File: config.mk
export PLATFORM = sky130hd
export DESIGN_NAME = controle_exploracao_flat
export DESIGN_NICKNAME = d
export VERILOG_FILES = /design/src/rtl/exploracao_pkg.sv /design/src/rtl/controle_exploracao_if.sv /design/src/rtl/temporizador_busca.sv /design/src/rtl/controle_exploracao.sv /design/src/flat_wrapper.sv
export SDC_FILE = /design/constraint.sdc
export NUM_CORES = 1
export LEC_CHECK = 0
export ABC_AREA = 0
export ABC_CLOCK_PERIOD_IN_PS = 5200
export CAP_MARGIN = 10
export CORE_UTILIZATION = 51
export DETAILED_ROUTE_END_ITERATION = 8
export PLACE_DENSITY = 0.84
export SYNTH_ARGS = -nofsm -noshare
export SYNTH_HDL_FRONTEND = slang
export SYNTH_SLANG_ARGS = --single-unit
File: constraint.sdc
create_clock -name clock -period 5.2 [get_ports clock]
set_clock_uncertainty 0.1 [all_clocks]
set_input_delay 1.04 -clock clock [delete_from_list [all_inputs] [get_ports clock]]
set_output_delay 1.04 -clock clock [all_outputs]
set_load 0.02 [all_outputs]
File: src/rtl/exploracao_pkg.sv
// Shared types and default sizes for the exploration sequencing controller.
package exploracao_pkg;
  localparam int TAMANHO_DISTANCIA     = 8;
  localparam int TIMEOUT_CICLOS_PADRAO = 1024;
  localparam int MAX_TENTATIVAS_PADRAO = 2;
  localparam int TIMER_W               = $clog2(TIMEOUT_CICLOS_PADRAO);

  typedef logic [TAMANHO_DISTANCIA-1:0] coord_t;

  typedef enum logic [2:0] {
    OCIOSO,
    DISPARA,
    AGUARDA,
    ENTREGA,
    FALHA
  } estado_t;
endpackage

File: src/rtl/controle_exploracao_if.sv
// Bundle of the position/map strobes, the distancias engine link and the motion-stage handshake.
interface controle_exploracao_if #(
  parameter int tamanhoDistancia = exploracao_pkg::TAMANHO_DISTANCIA
);
  logic                        habilita;
  logic                        posicaoValida;
  logic [tamanhoDistancia-1:0] posicaoX;
  logic [tamanhoDistancia-1:0] posicaoY;
  logic                        malhaAtualizada;
  logic                        novoDado;
  logic [tamanhoDistancia-1:0] buscaX;
  logic [tamanhoDistancia-1:0] buscaY;
  logic                        operacaoFinalizada;
  logic [tamanhoDistancia-1:0] resultadoX;
  logic [tamanhoDistancia-1:0] resultadoY;
  logic                        destinoValido;
  logic                        destinoPronto;
  logic [tamanhoDistancia-1:0] destinoX;
  logic [tamanhoDistancia-1:0] destinoY;
  logic                        semAlvo;
  logic                        ocupado;
  logic                        falha;

  // Controller side.
  modport master (
    input  habilita, posicaoValida, posicaoX, posicaoY, malhaAtualizada,
    input  operacaoFinalizada, resultadoX, resultadoY, destinoPronto,
    output novoDado, buscaX, buscaY, destinoValido, destinoX, destinoY,
    output semAlvo, ocupado, falha
  );

  // Environment side: position source, search engine and motion stage.
  modport slave (
    output habilita, posicaoValida, posicaoX, posicaoY, malhaAtualizada,
    output operacaoFinalizada, resultadoX, resultadoY, destinoPronto,
    input  novoDado, buscaX, buscaY, destinoValido, destinoX, destinoY,
    input  semAlvo, ocupado, falha
  );
endinterface

File: src/rtl/temporizador_busca.sv
// Search watchdog: cleared on each launch, counts while a search is outstanding.
module temporizador_busca
  import exploracao_pkg::*;
#(
  parameter int TIMEOUT_CICLOS = TIMEOUT_CICLOS_PADRAO
) (
  input  logic clock,
  input  logic reset,
  input  logic limpa,
  input  logic conta,
  output logic terminal
);
  localparam int TW = (TIMEOUT_CICLOS > 1) ? $clog2(TIMEOUT_CICLOS) : 1;
  localparam logic [TW-1:0] ULTIMO = TW'(TIMEOUT_CICLOS - 1);

  logic [TW-1:0] r_contagem;

  always_ff @(posedge clock) begin
    if (reset) begin
      r_contagem <= '0;
    end else if (limpa) begin
      r_contagem <= '0;
    end else if (conta) begin
      r_contagem <= r_contagem + 1'b1;
    end
  end

  assign terminal = (r_contagem == ULTIMO);
endmodule

File: src/rtl/controle_exploracao.sv
// Launches one distancias search at a time, supervises it with timeout/retry and
// hands the resulting destination to the motion stage.
module controle_exploracao
  import exploracao_pkg::*;
#(
  parameter int tamanhoDistancia = TAMANHO_DISTANCIA,
  parameter int TIMEOUT_CICLOS   = TIMEOUT_CICLOS_PADRAO,
  parameter int MAX_TENTATIVAS   = MAX_TENTATIVAS_PADRAO
) (
  input logic                   clock,
  input logic                   reset,
  controle_exploracao_if.master bus
);
  localparam int TENT_W = $clog2(MAX_TENTATIVAS + 1);
  localparam logic [TENT_W-1:0] MAX_T = TENT_W'(MAX_TENTATIVAS);

  estado_t                     r_estado;
  estado_t                     w_prox;
  logic [tamanhoDistancia-1:0] r_posX, r_posY;
  logic [tamanhoDistancia-1:0] r_buscaX, r_buscaY;
  logic [tamanhoDistancia-1:0] r_destX, r_destY;
  logic                        r_conhecida;
  logic                        r_pendente;
  logic [TENT_W-1:0]           r_tent;
  logic                        r_semAlvo;
  logic                        r_fin_ant;

  logic w_strobe, w_pend_ef, w_conh_ef, w_fim, w_mesmo, w_tc;
  logic w_lanca, w_relanca, w_captura, w_sem_set;

  assign w_strobe  = bus.posicaoValida | bus.malhaAtualizada;
  assign w_pend_ef = r_pendente | w_strobe;
  assign w_conh_ef = r_conhecida | bus.posicaoValida;
  // Only a fresh rising edge counts; a level left high from before is not a completion.
  assign w_fim     = bus.operacaoFinalizada & ~r_fin_ant;
  assign w_mesmo   = (bus.resultadoX == r_buscaX) && (bus.resultadoY == r_buscaY);

  temporizador_busca #(
    .TIMEOUT_CICLOS(TIMEOUT_CICLOS)
  ) u_temporizador (
    .clock    (clock),
    .reset    (reset),
    .limpa    (w_lanca | w_relanca),
    .conta    ((r_estado == DISPARA) || (r_estado == AGUARDA)),
    .terminal (w_tc)
  );

  always_comb begin
    w_prox    = r_estado;
    w_lanca   = 1'b0;
    w_relanca = 1'b0;
    w_captura = 1'b0;
    w_sem_set = 1'b0;
    case (r_estado)
      OCIOSO: begin
        if (bus.habilita && w_pend_ef && w_conh_ef) begin
          w_prox  = DISPARA;
          w_lanca = 1'b1;
        end
      end
      DISPARA: w_prox = AGUARDA;
      AGUARDA: begin
        if (w_fim) begin
          if (w_mesmo) begin
            w_prox    = OCIOSO;
            w_sem_set = 1'b1;
          end else begin
            w_prox    = ENTREGA;
            w_captura = 1'b1;
          end
        end else if (w_tc) begin
          if (r_tent < MAX_T) begin
            w_prox    = DISPARA;
            w_relanca = 1'b1;
          end else begin
            w_prox = FALHA;
          end
        end
      end
      ENTREGA: begin
        if (bus.destinoPronto) w_prox = OCIOSO;
      end
      FALHA:   w_prox = FALHA;
      default: w_prox = OCIOSO;
    endcase
  end

  always_ff @(posedge clock) begin
    if (reset) begin
      r_estado    <= OCIOSO;
      r_posX      <= '0;
      r_posY      <= '0;
      r_buscaX    <= '0;
      r_buscaY    <= '0;
      r_destX     <= '0;
      r_destY     <= '0;
      r_conhecida <= 1'b0;
      r_pendente  <= 1'b0;
      r_tent      <= '0;
      r_semAlvo   <= 1'b0;
      r_fin_ant   <= 1'b0;
    end else begin
      r_estado  <= w_prox;
      r_fin_ant <= bus.operacaoFinalizada;
      if (bus.posicaoValida) begin
        r_posX      <= bus.posicaoX;
        r_posY      <= bus.posicaoY;
        r_conhecida <= 1'b1;
      end
      // A strobe in the launch cycle re-arms pendente so a follow-up search is owed.
      r_pendente <= w_strobe | (r_pendente & ~w_lanca);
      if (w_lanca) begin
        r_buscaX  <= bus.posicaoValida ? bus.posicaoX : r_posX;
        r_buscaY  <= bus.posicaoValida ? bus.posicaoY : r_posY;
        r_tent    <= TENT_W'(1);
        r_semAlvo <= 1'b0;
      end
      if (w_relanca) r_tent <= r_tent + 1'b1;
      if (w_captura) begin
        r_destX <= bus.resultadoX;
        r_destY <= bus.resultadoY;
      end
      if (w_sem_set) r_semAlvo <= 1'b1;
    end
  end

  assign bus.novoDado      = (r_estado == DISPARA);
  assign bus.buscaX        = r_buscaX;
  assign bus.buscaY        = r_buscaY;
  assign bus.destinoValido = (r_estado == ENTREGA);
  assign bus.destinoX      = r_destX;
  assign bus.destinoY      = r_destY;
  assign bus.semAlvo       = r_semAlvo;
  assign bus.ocupado       = (r_estado != OCIOSO);
  assign bus.falha         = (r_estado == FALHA);
endmodule

File: src/flat_wrapper.sv
// flat-port wrapper written by rule: the top's interface ports become plain ports
module controle_exploracao_flat import exploracao_pkg::*;
#(
  parameter int tamanhoDistancia = TAMANHO_DISTANCIA,
  parameter int TIMEOUT_CICLOS   = TIMEOUT_CICLOS_PADRAO,
  parameter int MAX_TENTATIVAS   = MAX_TENTATIVAS_PADRAO
)
  (clock, reset, bus_habilita, bus_posicaoValida, bus_posicaoX, bus_posicaoY, bus_malhaAtualizada, bus_operacaoFinalizada, bus_resultadoX, bus_resultadoY, bus_destinoPronto, bus_novoDado, bus_buscaX, bus_buscaY, bus_destinoValido, bus_destinoX, bus_destinoY, bus_semAlvo, bus_ocupado, bus_falha);
  controle_exploracao_if #(.tamanhoDistancia(tamanhoDistancia)) bus_i ();
  input logic clock;
  input logic reset;
  input wire logic [$bits(bus_i.habilita)-1:0] bus_habilita;
  input wire logic [$bits(bus_i.posicaoValida)-1:0] bus_posicaoValida;
  input wire logic [$bits(bus_i.posicaoX)-1:0] bus_posicaoX;
  input wire logic [$bits(bus_i.posicaoY)-1:0] bus_posicaoY;
  input wire logic [$bits(bus_i.malhaAtualizada)-1:0] bus_malhaAtualizada;
  input wire logic [$bits(bus_i.operacaoFinalizada)-1:0] bus_operacaoFinalizada;
  input wire logic [$bits(bus_i.resultadoX)-1:0] bus_resultadoX;
  input wire logic [$bits(bus_i.resultadoY)-1:0] bus_resultadoY;
  input wire logic [$bits(bus_i.destinoPronto)-1:0] bus_destinoPronto;
  output wire logic [$bits(bus_i.novoDado)-1:0] bus_novoDado;
  output wire logic [$bits(bus_i.buscaX)-1:0] bus_buscaX;
  output wire logic [$bits(bus_i.buscaY)-1:0] bus_buscaY;
  output wire logic [$bits(bus_i.destinoValido)-1:0] bus_destinoValido;
  output wire logic [$bits(bus_i.destinoX)-1:0] bus_destinoX;
  output wire logic [$bits(bus_i.destinoY)-1:0] bus_destinoY;
  output wire logic [$bits(bus_i.semAlvo)-1:0] bus_semAlvo;
  output wire logic [$bits(bus_i.ocupado)-1:0] bus_ocupado;
  output wire logic [$bits(bus_i.falha)-1:0] bus_falha;
  assign bus_i.habilita = bus_habilita;
  assign bus_i.posicaoValida = bus_posicaoValida;
  assign bus_i.posicaoX = bus_posicaoX;
  assign bus_i.posicaoY = bus_posicaoY;
  assign bus_i.malhaAtualizada = bus_malhaAtualizada;
  assign bus_i.operacaoFinalizada = bus_operacaoFinalizada;
  assign bus_i.resultadoX = bus_resultadoX;
  assign bus_i.resultadoY = bus_resultadoY;
  assign bus_i.destinoPronto = bus_destinoPronto;
  assign bus_novoDado = bus_i.novoDado;
  assign bus_buscaX = bus_i.buscaX;
  assign bus_buscaY = bus_i.buscaY;
  assign bus_destinoValido = bus_i.destinoValido;
  assign bus_destinoX = bus_i.destinoX;
  assign bus_destinoY = bus_i.destinoY;
  assign bus_semAlvo = bus_i.semAlvo;
  assign bus_ocupado = bus_i.ocupado;
  assign bus_falha = bus_i.falha;
  controle_exploracao #(.tamanhoDistancia(tamanhoDistancia), .TIMEOUT_CICLOS(TIMEOUT_CICLOS), .MAX_TENTATIVAS(MAX_TENTATIVAS)) u_core (.clock(clock), .reset(reset), .bus(bus_i));
endmodule
## Word-level counts from Yosys, hierarchy flattened

Index checks and enable logic that the tools add are counted.

| storage, ports and cells | value |
|---|---|
| bits in registers | 67 |
| logic and storage cells | 70 |
| output and inout port bits | 37 |

| cells by class | value |
|---|---|
| reductions and logical operators | 10 |
| order comparisons | 1 |
| equal/unequal tests | 10 |
| $add $sub $neg | 2 |
| multiplexer cells | 25 |
| bitwise gates (word level) | 9 |

Operators with widths:

| operator | number |
|---|---|
| == test 8 bit | 2 |
| two-way mux 8 bit | 2 |
| two-way mux 3 bit | 5 |
| case mux 3 bit (5 select lines) | 1 |
| two-way mux 1 bit | 14 |
| adder 10 x 1 -> 10 bit (second input constant) | 1 |
| == test 10 bit (second input constant) | 1 |
| == test 3 x 2 -> 1 bit (second input constant) | 2 |
| two-way mux 2 bit | 3 |
| bitwise OR 1 bit | 5 |
| nonzero test 2 bit | 2 |
| == test 3 x 1 -> 1 bit (second input constant) | 1 |
| == test 3 bit (second input constant) | 1 |
| logical AND 1 bit | 3 |
| zero test 3 bit | 1 |
| inequality test 3 x 2 -> 1 bit (second input constant) | 1 |
| AND reduction 3 bit | 1 |
| nonzero test 3 bit | 1 |
| adder 2 x 1 -> 2 bit (second input constant) | 1 |
| bitwise AND 1 bit | 2 |
| less-than comparator 2 bit (second input constant) | 1 |
| inequality test 2 x 1 -> 1 bit (second input constant) | 1 |
| inequality test 2 bit (second input constant) | 1 |
| inverter 1 bit | 2 |
| 2 further kinds | 2 |

## Logic depth before layout (Yosys ltp)

| logic depth | value |
|---|---|
| word-level depth | 9 |
| mapped depth | 7 |
| depth with buffers taken out | 6 |

## Cells and area by module

Synthesis repeated with hierarchy kept, for this count alone.

| second synthesis, totals | value |
|---|---|
| cells, all modules | 303 |
| area, all modules | 2807.7 µm² |

By module, submodules not included:

| module | area an instance (µm²) | seq. area each (µm²) | instances | cells each |
|---|---|---|---|---|
| controle_exploracao | 2348.5 | 1141.1 | 1 | 253 |
| temporizador_busca | 459.2 | 200.2 | 1 | 50 |

## Worst setup path before layout

OpenSTA, ideal clock, no wires.

| timing | value |
|---|---|
| kind | input-to-reg |
| start | input port bus_resultadoY[3] |
| end | register u_core.r_estado[0] |
| setup slack | 2.783 ns |
| buffers on the path | 1 |
| stages | 6 |
| arrival time | 2.192 ns |
| setup time | 0.125 ns |
| path through | xnor2_1 > nand4_1 > nor4_2 > nor3_2 > buf_6 > o41a_1 |

| between the ends | value |
|---|---|
| word-level cells in the longest chain between the ends | 5 |

RTL lines:

| what | RTL line | source |
|---|---|---|
| start, declared | flat_wrapper.sv:19 | `input wire logic [$bits(bus_i.resultadoY)-1:0] bus_resultadoY;` |
| == test 8 bit | controle_exploracao.sv:36 | `assign w_mesmo = (bus.resultadoX == r_buscaX) && (bus.resultadoY == r_buscaY);` |
| logical AND 1 bit | controle_exploracao.sv:36 |  |
| two-way mux 2 bit | controle_exploracao.sv:64 | `if (w_mesmo) begin` |
| two-way mux 3 bit | controle_exploracao.sv:63 | `if (w_fim) begin` |
| case mux 3 bit (5 select lines) | controle_exploracao.sv:54 | `case (r_estado)` |
| end signal, assigned | controle_exploracao.sv:103 | `r_estado <= w_prox;` |
| end, declared | controle_exploracao.sv:17 | `estado_t r_estado;` |

No other way between the ends.
A chain may end at the register's enable or synchronous reset.

## Final worst setup path

| timing | value |
|---|---|
| start | register u_core.r_estado[2] |
| end | output port bus_falha |

| between the ends | value |
|---|---|
| word-level cells in the longest chain between the ends | 1 |

RTL lines:

| what | RTL line | source |
|---|---|---|
| == test 3 bit | controle_exploracao.sv:135 | `assign bus.falha = (r_estado == FALHA);` |
| end, declared | flat_wrapper.sv:29 | `output wire logic [$bits(bus_i.falha)-1:0] bus_falha;` |

No other way between the ends.

==> summary.txt <==
Setup path
  – CP max-delay cell: clkdlybuf4s50_1
  – Endpoint type of the worst setup path: output pin
  – CP Max Fanout: 9
  – Crit start category: flop
  – WP data required: 4060 ps
  – Bufs and invs on worst path: 1
  – RR Startpoint: u_core.r_estado[0]$_SDFFE_PP0P_
  – Critical register-to-register path endpoint: u_core.u_temporizador.r_contagem[8]$_SDFFE_PP0P_
  – Crit Path Class: flop to output pin
  – CP arrival: 1820 ps
  – Worst reg2reg path depth: 5
  – Cell family with most CP delay: buffers and inverters
  – R2R Setup Slk: 2980 ps
  – Critical Path Max Stage Delay: between 600 and 700 ps
  – Critical-path cell list: nor3b_1 -> clkdlybuf4s50_1

Power and ir drop
  – Clock Power Share: 0.328
  – Leakage: approximately 1.4 nW
  – Sw Share: 0.300
  – Max VDD drop: 239 uV
  – Seq pwr share: 0.423
  – Combinational Power Share: 0.249
  – P_int: 1.01 mW
  – NetSw: 434 uW
  – PD cells: slightly below 400 mW/mm2

Place
  – Port-buffer cells: 75
  – Final HPWL from detailed placement: 4540 um
  – DP Worst Slack: roughly 1900 ps
  – GP Congestion: 0.795

Yosys
  – Most frequent cells after synthesis: dfxtp_1 (67), nor2_1 (49), nand2_1 (37), mux2i_1 (32), xnor2_1 (20)
  – Synth Flop Type: dfxtp_1
  – Number of library cell types mapped by synthesis: 35
  – Yosys warns: 0
  – Ys async rst share: 0
  – Cells after Synth: between 200 and 300
  – Mean post-synth cell area: 9.48 um2
  – Post-Synth Adder-Cell Area: 0.00454
  – Synth Area in Simple Gates: 0.201
  – Syn Std Cell Area: about 0.0028 mm2
  – Post-synthesis xor/xnor area fraction: 0.0826
  – Seq/Total Area, Yosys: 0.486
  – Count leader, synth: dfxtp_1
  – Post-synthesis mux area share: 0.116
  – Number of enable flip-flop cells after synthesis: 0
  – Synth Area in Compound Gates: 0.0753
  – Largest family of logic cells by synthesized area: simple AND/OR/NAND/NOR gates
  – Most area-consuming cells after synthesis: dfxtp_1 (49%), mux2i_1 (12%), nor2_1 (6.7%)
  – Synthesized Nets: around 330
  – #FFs+latches synth: 67
  – Share of the synthesized area in the top cell type: 0.486
  – Post-synth top area cell: dfxtp_1

Clock tree
  – Post-CTS setup buffers: 0
  – CTS tree: built
  – Resized Gates After CTS: 0
  – CTS Buf Count: 9
  – CTS sink count: 67
  – # hold bufs at CTS: 0
  – Clock tree buffer depth: 2
  – Clock slew at reported path FFs: 70 ps
  – Worst skew pair latency: 340 ps
  – Clock root buffer master: clkbuf_8
  – H-tree Lvls: 3

Route
  – Via count: 2253
  – Vias per cell: 5.14
  – Final ANT Viol Nets: 0
  – DR iter-0 viols: 137
  – WL per Instance: 13.9 um
  – 1st-pass router iterations: 4
  – WL final: 6080 um
  – DRC viols: 0

Timing
  – Slack of the critical path: about 2200 ps
  – RSZ-0062 raised after global routing: false
  – Fin. Hold Viols: 0
  – Max_slew headroom: 0.342
  – Slew @ Worst Pin: 985 ps
  – Period utilisation layout: 0.570
  – Max Slew Vio Count: 0
  – Clock period minus worst slack: 2960 ps
  – Max Clock Freq: 337 MHz
  – Post-Route Setup TNS: 0 ps
  – Final-report setup violation count: 0

Global routing
  – Initial antenna violation count: 0
  – First-pass GRT wire length: 9460 um
  – Vias in the first global route: 2026
  – Largest net degree at the start of global routing: 35
  – Gr usage total: 0.228
  – Grt ovf: 0

Worst hold path
  – Worst hold path type: flop to flop
  – Hold_sp: u_core.bus.destinoY[5]$_SDFFE_PP0P_
  – Hold path endpoint: u_core.bus.destinoY[5]$_SDFFE_PP0P_
  – Hold Path Stages: 2

Floorplanning
  – Die X: about 76 um
  – Core area: about 0.0052 mm2
  – Row cnt: 26
  – Io pins: between 70 and 80
  – Area of the die: ~0.0057 mm2
  – Initial core utilization: 0.533
  – Die Y: between 70 and 80 um

Job
  – Max-Cap Viols: 0

Layout
  – N_diodes: 0
  – Final net count: 403
  – Area grow syn2layout: 36.2%
  – Layout cells sized above 1: 0.0652

Outcome
  – Run status: complete, no violations
[through the flow]
| step | area, um2 | power, mW | hold WS, ps | util | cells |
|---|---|---|---|---|---|
| after global placement | 3530 | 0.975 | 340 | 0.683 | 422 |
| after detailed placement | 3530 | 0.986 | 349 | 0.683 | 422 |
| after global routing | 3750 | 1.52 | 378 | 0.726 | 438 |
| after floorplan | 2760 | 0.839 | 341 | - | 291 |
| final | 3750 | 1.45 | 354 | 0.726 | 438 |
| after CTS | 3750 | 1.46 | 359 | 0.726 | 438 |
[sequential cells by signal, summed over array words and instances (netlist names)]
signal and cells:
u_core.r_conhecida 1, u_core.r_pendente 1, u_core.bus.buscaX 8, u_core.bus.destinoY 8, u_core.bus.destinoX 8, u_core.bus.buscaY 8, u_core.u_temporizador.r_contagem 10, u_core.r_fin_ant 1
u_core.r_posX 8, u_core.r_posY 8, u_core.r_estado 3, u_core.r_tent 2, u_core.bus.semAlvo 1
[routing by layer]
metal,routed length (um),track usage,vias up
met3,269,0.0542,15
met4,167,0.128,0
met2,2880,0.356,61
met5,0,0,-
met1,2760,0.290,1036
li1,-,-,1141
[tightest hold or removal path: stages (launching register included)]
cell and delay (ps):
dfxtp_1 310, nand2_1 50, mux2i_1 50
[layout by cell type (no fill, tap or decap), types with 2 or more instances in the layout]
cell type,n
a21oi_1,2
o41a_1,2
nand2_1,37
and4_1,2
nand4_1,6
nand3_1,2
clkbuf_8,9
inv_1,2
dfxtp_1,67
clkdlybuf4s50_1,75
xor2_1,6
a211oi_1,19
mux2i_1,32
buf_4,2
bufinv_16,2
nor3_1,5
nor2b_1,4
nor2_1,49
clkinv_4,3
and3_1,2
nor3b_1,2
a22oi_1,2
xnor2_1,20
[final cells by class]
class / instances / area (um2)
Clock inverter: 7 / 100
Multi-Input combinational cell: 206 / 1330
Timing Repair Buffer: 77 / 766
Tap cell: 70 / 87.6
Clock buffer: 9 / 124
Inverter: 2 / 7.51
Fill cell: 381 / 1420
Sequential cell: 67 / 1340
[power groups by stage]
stage	combinational, mW	sequential [mW]	clock, mW
final	0.361	0.612	0.475
after global routing	0.394	0.619	0.506
after CTS	0.364	0.612	0.481
after detailed placement	0.363	0.624	0
after global placement	0.354	0.621	0
after floorplan	0.190	0.649	0
[cell families after synthesis]
group / count (synthesis)
AO/OA/AOI/OAI: 28
XOR/XNOR: 26
adder cells (fa/ha/maj): 1
buffers and inverters: 18
flip-flops: 67
multiplexers: 32
AND/OR/NAND/NOR: 119
[worst max-delay path by stage]
stage / startpoint / end / slack, ps / cells past startpoint
2_1_floorplan: bus_resultadoY[3] / u_core.r_estado[0]$_SDFFE_PP0P_ / 2780 / 6
3_3_place_gp: bus_resultadoX[2] / u_core.r_estado[0]$_SDFFE_PP0P_ / 1990 / 6
3_5_place_dp: bus_posicaoValida / u_core.u_temporizador.r_contagem[0]$_SDFFE_PP0P_ / 1880 / 6
4_1_cts: u_core.r_estado[2]$_SDFFE_PP0P_ / bus_falha / 2220 / 2
5_1_grt: bus_posicaoValida / u_core.u_temporizador.r_contagem[8]$_SDFFE_PP0P_ / 2090 / 6
6_report: u_core.r_estado[2]$_SDFFE_PP0P_ / bus_falha / 2240 / 2
(Power assumes the default switching activity.)
